### config.mk
export PLATFORM = sky130hd
export DESIGN_NAME = adc_capture_ctrl
export DESIGN_NICKNAME = d
export VERILOG_FILES = /design/src/rtl/adc_capture_ctrl.sv
export SDC_FILE = /design/constraint.sdc
export NUM_CORES = 1
export LEC_CHECK = 0
export BUFFER_PORTS_ARGS = -buffer_cell sky130_fd_sc_hd__buf_4
export CAP_MARGIN = 0
export CORE_UTILIZATION = 54
export DETAILED_ROUTE_END_ITERATION = 10
export PLACE_DENSITY = 0.79
export SKIP_CTS_REPAIR_TIMING = 1
export SLEW_MARGIN = 20
export SYNTH_ARGS = -nofsm -noshare
export SYNTH_HDL_FRONTEND = slang
export SYNTH_SLANG_ARGS = --single-unit
### constraint.sdc
create_clock -name rf_clk -period 3.85 [get_ports rf_clk]
set_input_delay 0.5775 -clock rf_clk [delete_from_list [all_inputs] [get_ports rf_clk]]
set_output_delay 0.5775 -clock rf_clk [all_outputs]
set_load 0.005 [all_outputs]
### src/rtl/adc_capture_ctrl.sv
// adc_capture_ctrl: gates ADC stream valids into the capture FIFOs for one
// programmed capture length, then waits for DDR drain before signalling done.
// Ports: rf_clk/rf_rst (async, active-high); cap_start/cap_abort/cap_beats
// control; trig_mode/trig_level/trig_sample level trigger on stream 0;
// s_tvalid/s_tready from ADC; fifo_tvalid/fifo_tready to capture FIFOs;
// drain_done from DMA; busy/armed/cap_done/overflow/align_err/cfg_err,
// beat_cnt and state for software.
// Optional macro ADC_CAP_LEVEL_TRIG_EN builds the ARMED state and the level
// trigger; without it every start goes straight to CAPTURE.
module adc_capture_ctrl #(
  parameter int NUM_STREAMS = 6,
  parameter int CNT_W       = 32
) (
  input  logic                   rf_clk,
  input  logic                   rf_rst,
  input  logic                   cap_start,
  input  logic                   cap_abort,
  input  logic [CNT_W-1:0]       cap_beats,
  input  logic                   trig_mode,
  input  logic [7:0]             trig_level,
  input  logic [7:0]             trig_sample,
  input  logic [NUM_STREAMS-1:0] s_tvalid,
  output logic [NUM_STREAMS-1:0] s_tready,
  output logic [NUM_STREAMS-1:0] fifo_tvalid,
  input  logic [NUM_STREAMS-1:0] fifo_tready,
  input  logic                   drain_done,
  output logic                   busy,
  output logic                   armed,
  output logic                   cap_done,
  output logic                   overflow,
  output logic                   align_err,
  output logic                   cfg_err,
  output logic [CNT_W-1:0]       beat_cnt,
  output logic [2:0]             state
);

  typedef enum logic [2:0] {
    S_IDLE    = 3'd0,
    S_ARMED   = 3'd1,
    S_CAPTURE = 3'd2,
    S_DRAIN   = 3'd3,
    S_DONE    = 3'd4
  } state_t;

  state_t           state_q;
  logic             gate_q;
  logic             done_q;
  logic             ovf_q;
  logic             align_q;
  logic             cfg_q;
  logic [CNT_W-1:0] cnt_q;
  logic [CNT_W-1:0] cnt_d;
  logic [CNT_W-1:0] len_q;

  logic all_v;
  logic any_v;
  logic counted;
  logic last_beat;
  logic ovf_hit;
  logic misalign;
  logic start_ok;
  logic start_zero;
  logic go_armed;
  logic trig_hit;

  assign s_tready    = '1;
  assign fifo_tvalid = s_tvalid & {NUM_STREAMS{gate_q}};

  assign all_v     = &s_tvalid;
  assign any_v     = |s_tvalid;
  assign counted   = gate_q & all_v;
  assign cnt_d     = cnt_q + CNT_W'(1);
  assign last_beat = (cnt_q == len_q - CNT_W'(1));
  assign ovf_hit   = |(fifo_tvalid & ~fifo_tready);
  assign misalign  = gate_q & any_v & ~all_v;

  // An abort in the same cycle suppresses the start entirely.
  assign start_ok   = cap_start & ~cap_abort & (cap_beats != '0);
  assign start_zero = cap_start & ~cap_abort & (cap_beats == '0);

`ifdef ADC_CAP_LEVEL_TRIG_EN
  logic signed [7:0] prev_q;

  assign go_armed = trig_mode;
  // Rising crossing: previous stream-0 sample below, current at/above level.
  assign trig_hit = s_tvalid[0]
                  & (prev_q < $signed(trig_level))
                  & ($signed(trig_sample) >= $signed(trig_level));
  assign armed    = (state_q == S_ARMED);

  always_ff @(posedge rf_clk or posedge rf_rst) begin
    if (rf_rst) begin
      prev_q <= -8'sd128;
    end else if (state_q == S_IDLE) begin
      prev_q <= -8'sd128;
    end else if (state_q == S_ARMED && s_tvalid[0]) begin
      prev_q <= $signed(trig_sample);
    end
  end
`else
  logic unused_trig;

  assign unused_trig = ^{trig_mode, trig_level, trig_sample};
  assign go_armed    = 1'b0;
  assign trig_hit    = 1'b0;
  assign armed       = 1'b0;
`endif

  assign busy      = (state_q != S_IDLE);
  assign cap_done  = done_q;
  assign overflow  = ovf_q;
  assign align_err = align_q;
  assign cfg_err   = cfg_q;
  assign beat_cnt  = cnt_q;
  assign state     = state_q;

  always_ff @(posedge rf_clk or posedge rf_rst) begin
    if (rf_rst) begin
      state_q <= S_IDLE;
      gate_q  <= 1'b0;
      done_q  <= 1'b0;
      ovf_q   <= 1'b0;
      align_q <= 1'b0;
      cfg_q   <= 1'b0;
      cnt_q   <= '0;
      len_q   <= '0;
    end else begin
      done_q  <= 1'b0;
      ovf_q   <= ovf_q | ovf_hit;
      align_q <= align_q | misalign;
      unique case (state_q)
        S_IDLE: begin
          if (start_zero) begin
            cfg_q <= 1'b1;
          end else if (start_ok) begin
            len_q   <= cap_beats;
            cnt_q   <= '0;
            ovf_q   <= 1'b0;
            align_q <= 1'b0;
            cfg_q   <= 1'b0;
            if (go_armed) begin
              state_q <= S_ARMED;
            end else begin
              state_q <= S_CAPTURE;
              gate_q  <= 1'b1;
            end
          end
        end
        S_ARMED: begin
          if (cap_abort) begin
            state_q <= S_IDLE;
          end else if (trig_hit) begin
            state_q <= S_CAPTURE;
            gate_q  <= 1'b1;
          end
        end
        S_CAPTURE: begin
          if (cap_abort) begin
            state_q <= S_IDLE;
            gate_q  <= 1'b0;
          end else if (counted) begin
            cnt_q <= cnt_d;
            if (last_beat) begin
              state_q <= S_DRAIN;
              gate_q  <= 1'b0;
            end
          end
        end
        S_DRAIN: begin
          if (cap_abort) begin
            state_q <= S_IDLE;
          end else if (drain_done) begin
            state_q <= S_DONE;
            done_q  <= 1'b1;
          end
        end
        S_DONE: begin
          state_q <= S_IDLE;
        end
        default: begin
          state_q <= S_IDLE;
          gate_q  <= 1'b0;
        end
      endcase
    end
  end

endmodule

==> run summary <==
Met1 usage: 37.6%
Clock power frac: 18.4%
Register area share after synthesis: 38.7%
Worst-skew pair later-pin latency: 0.35 ns
Total GRT Usage: 27.7%
Synth area leader: dfrtp_1
R2r setup slk: 0.71 ns
Top_reg_cell synth: dfrtp_1
Setup TNS: 0 ns
Core area: 8300 um2
Fin crit share: 81.7%
Slew of the pin with the lowest slew margin: 0.914 ns
RSZ-0062 raised after global routing: no
Ports: 119
Switch Pwr: 0.00131 W
Most Used Layer, Global Route: met2
LEAKAGE: 2.47 nW
Outcome: finished, final reports clean
Largest net degree at the start of global routing: 73
Mean post-synth cell area: 9.27 um2
Clock Skews: 0.00810 ns
Pwr/cell area: 591 nW/um2
Crit path time final: 3.14 ns
Data arrival time of the critical path: 3.38 ns
Yosys reg bits: 72
Asr flop ratio synth: 100%
Drt wl/cell: 16.9 um
Die height: 94.9 um
CP Launch Type: flip-flop
Crit path kind: reg2reg
Top-area cell type share of the netlist area: 38.7%
Antenna diodes: 0
Routed Antenna Nets: 0
Synth-to-layout area growth: 20.5%
Post-synth cell types: 63
Ratio of cells with drive above 1 in the final layout: 26.3%
First-pass GRT wire length: 18800 um
Remaining DRCs: 0
GPL Wtd Cong: 0.944
Fillers: 684
CP required: 4.09 ns
Fin. max-slew vios: 0
Sequential power share: 40.0%
Synthesized area: 4660 um2
Clk buf depth: 2
Fmax: 0.318 GHz
Sw Share: 39.5%
Sink Count: 72
Final Hold Viols: 0
Hpwl dp: 8950 um
Initial core utilization: 56.2%
Top-count cell post-synth: dfrtp_1
Top cells by count, synth: dfrtp_1, nor2_1, nand2_1
Root buffer cell: clkbuf_8
Global route overflow: 0
WL final: 11900 um
Total of max-cap violations: 0
Met2 Usage GRT: 44.1%
Post-Syn Instances: 503
# rows: 33
Maximum vdd drop: 247 uV
Hold Path Class: in2reg
CTS tree: done
Vias per cell: 6.06
Synth area leaders: dfrtp_1, mux2_2, xor2_1, xnor2_1, nor2_1
Combinational fraction of design power: 41.7%
Die Area: 9010 um2
P_int: 0.00201 W
PortBufs: 94
Vias in the first global route: 3915
Rel. slew slack: 39.1%
Initial drt markers: 284
Total Power: 0.00332 W
Final setup violation count: 0
Initial antenna violation count: 0
Post-synth EDFFs: 0
Clock-pin slew on the worst setup and hold paths: 0.07 ns
CP Capture Type: flip-flop
Met3 usage: 4.19%
Drt pass-1 iters: 5
Final nets: 661
H-tree Lvls: 3
Via count: 4258
Die X: 94.9 um
CP Max Fanout: 7
Total CTS buffers: 9
YS warnings: 0
-- state kept, by name, indices dropped and copies added, names as in the netlist --
signal	cells
gate_q	1
cfg_err	1
beat_cnt	32
overflow	1
cap_done	1
state	3
len_q	32
align_err	1
-- logic make-up after synthesis --
family                   count (synthesis)  synth area share (%)
multiplexers                            31                  7.49
AO/OA/AOI/OAI                           70                  10.0
AND/OR/NAND/NOR                        221                  26.4
flip-flops                              72                  38.7
XOR/XNOR                                61                  11.8
adder cells (fa/ha/maj)                  2                 0.537
buffers and inverters                   44                  4.94
other                                    2                 0.161
-- final cells by class --
class	count	area, um2	area share, %
clock buffer	13	159	2.83
timing repair buffer	101	771	13.7
inverter	17	63.8	1.14
sequential	72	1800	32.1
tap	105	131	2.34
multi-input combinational	392	2650	47.2
clock inverter	3	40.0	0.713
-- routing by layer --
metal / part of all wire, % / vias up / routed length [um]
li1: - / 2005 / -
met2: 46 / 138 / 5540
met5: 0 / - / 0
met4: 2.4 / 0 / 285
met3: 5.0 / 22 / 594
met1: 46 / 2093 / 5490
-- placed cells by master (no fill, tap or decap), types with 4 or more instances in the layout --
master / Yosys / routed
nor3_1: 16 / 16
conb_1: 2 / 7
inv_1: 17 / 16
nand3_1: 18 / 18
nor4_1: 19 / 19
o21ai_0: 20 / 20
nand2b_1: 4 / 4
clkbuf_8: 1 / 11
dfrtp_1: 72 / 72
and2_1: 9 / 8
mux2_2: 27 / 27
xor2_1: 32 / 32
o211ai_1: 5 / 5
nor2_1: 41 / 41
a211oi_1: 5 / 5
and3_1: 7 / 7
or3_1: 16 / 16
buf_4: 9 / 100
a21oi_1: 12 / 12
o31ai_1: 5 / 5
and4_1: 8 / 8
nand4_1: 24 / 24
nand2_1: 35 / 35
xnor2_1: 28 / 28
or4_1: 7 / 7
-- through the flow --
stage | setup WS [ns] | util [%] | hold slack [ns] | instance area, um2 | std cells
after global routing | 0.517 | 67.7 | 0.461 | 5620 | 703
final | 0.706 | 67.7 | 0.441 | 5620 | 703
after global placement | 0.650 | 65.3 | 0.478 | 5420 | 687
after CTS | 0.771 | 67.7 | 0.436 | 5620 | 703
after floorplan | 1.14 | - | 0.470 | 4680 | 508
after detailed placement | 0.632 | 65.3 | 0.492 | 5420 | 687
-- final timing paths --
path,start,endpoint,cells after the start
min in group asynchronous,rf_rst,beat_cnt[3]$_DFFE_PP0P_,3
setup / recovery,len_q[4]$_DFFE_PP0P_,state[0]$_DFFE_PP0P_,7
hold reg to reg,cfg_err$_DFFE_PP0P_,cfg_err$_DFFE_PP0P_,2
hold / removal,cap_beats[1],len_q[1]$_DFFE_PP0P_,3
setup reg to reg,len_q[4]$_DFFE_PP0P_,state[0]$_DFFE_PP0P_,7
max in group asynchronous,rf_rst,beat_cnt[24]$_DFFE_PP0P_,3
-- power groups by stage --
| stage | registers [W] | logic, W | clock network (W) |
|---|---|---|---|
| 2_1_floorplan | 0.00120 | 0.00110 | 0 |
| 3_3_place_gp | 0.00132 | 0.00133 | 0 |
| 3_5_place_dp | 0.00133 | 0.00138 | 0 |
| 4_1_cts | 0.00132 | 0.00138 | 0.000621 |
| 5_1_grt | 0.00137 | 0.00154 | 0.000650 |
| 6_report | 0.00133 | 0.00138 | 0.000611 |
-- worst max-delay path, stage by stage (launching register included) --
cell and delay [ns]:
dfrtp_1 0.48, or4_1 0.68, nor4_1 0.67, a31oi_1 0.18
nor4_1 0.41, a2111oi_2 0.07, and4b_1 0.26, a32o_2 0.28
Power figures use the tool's default switching activity.
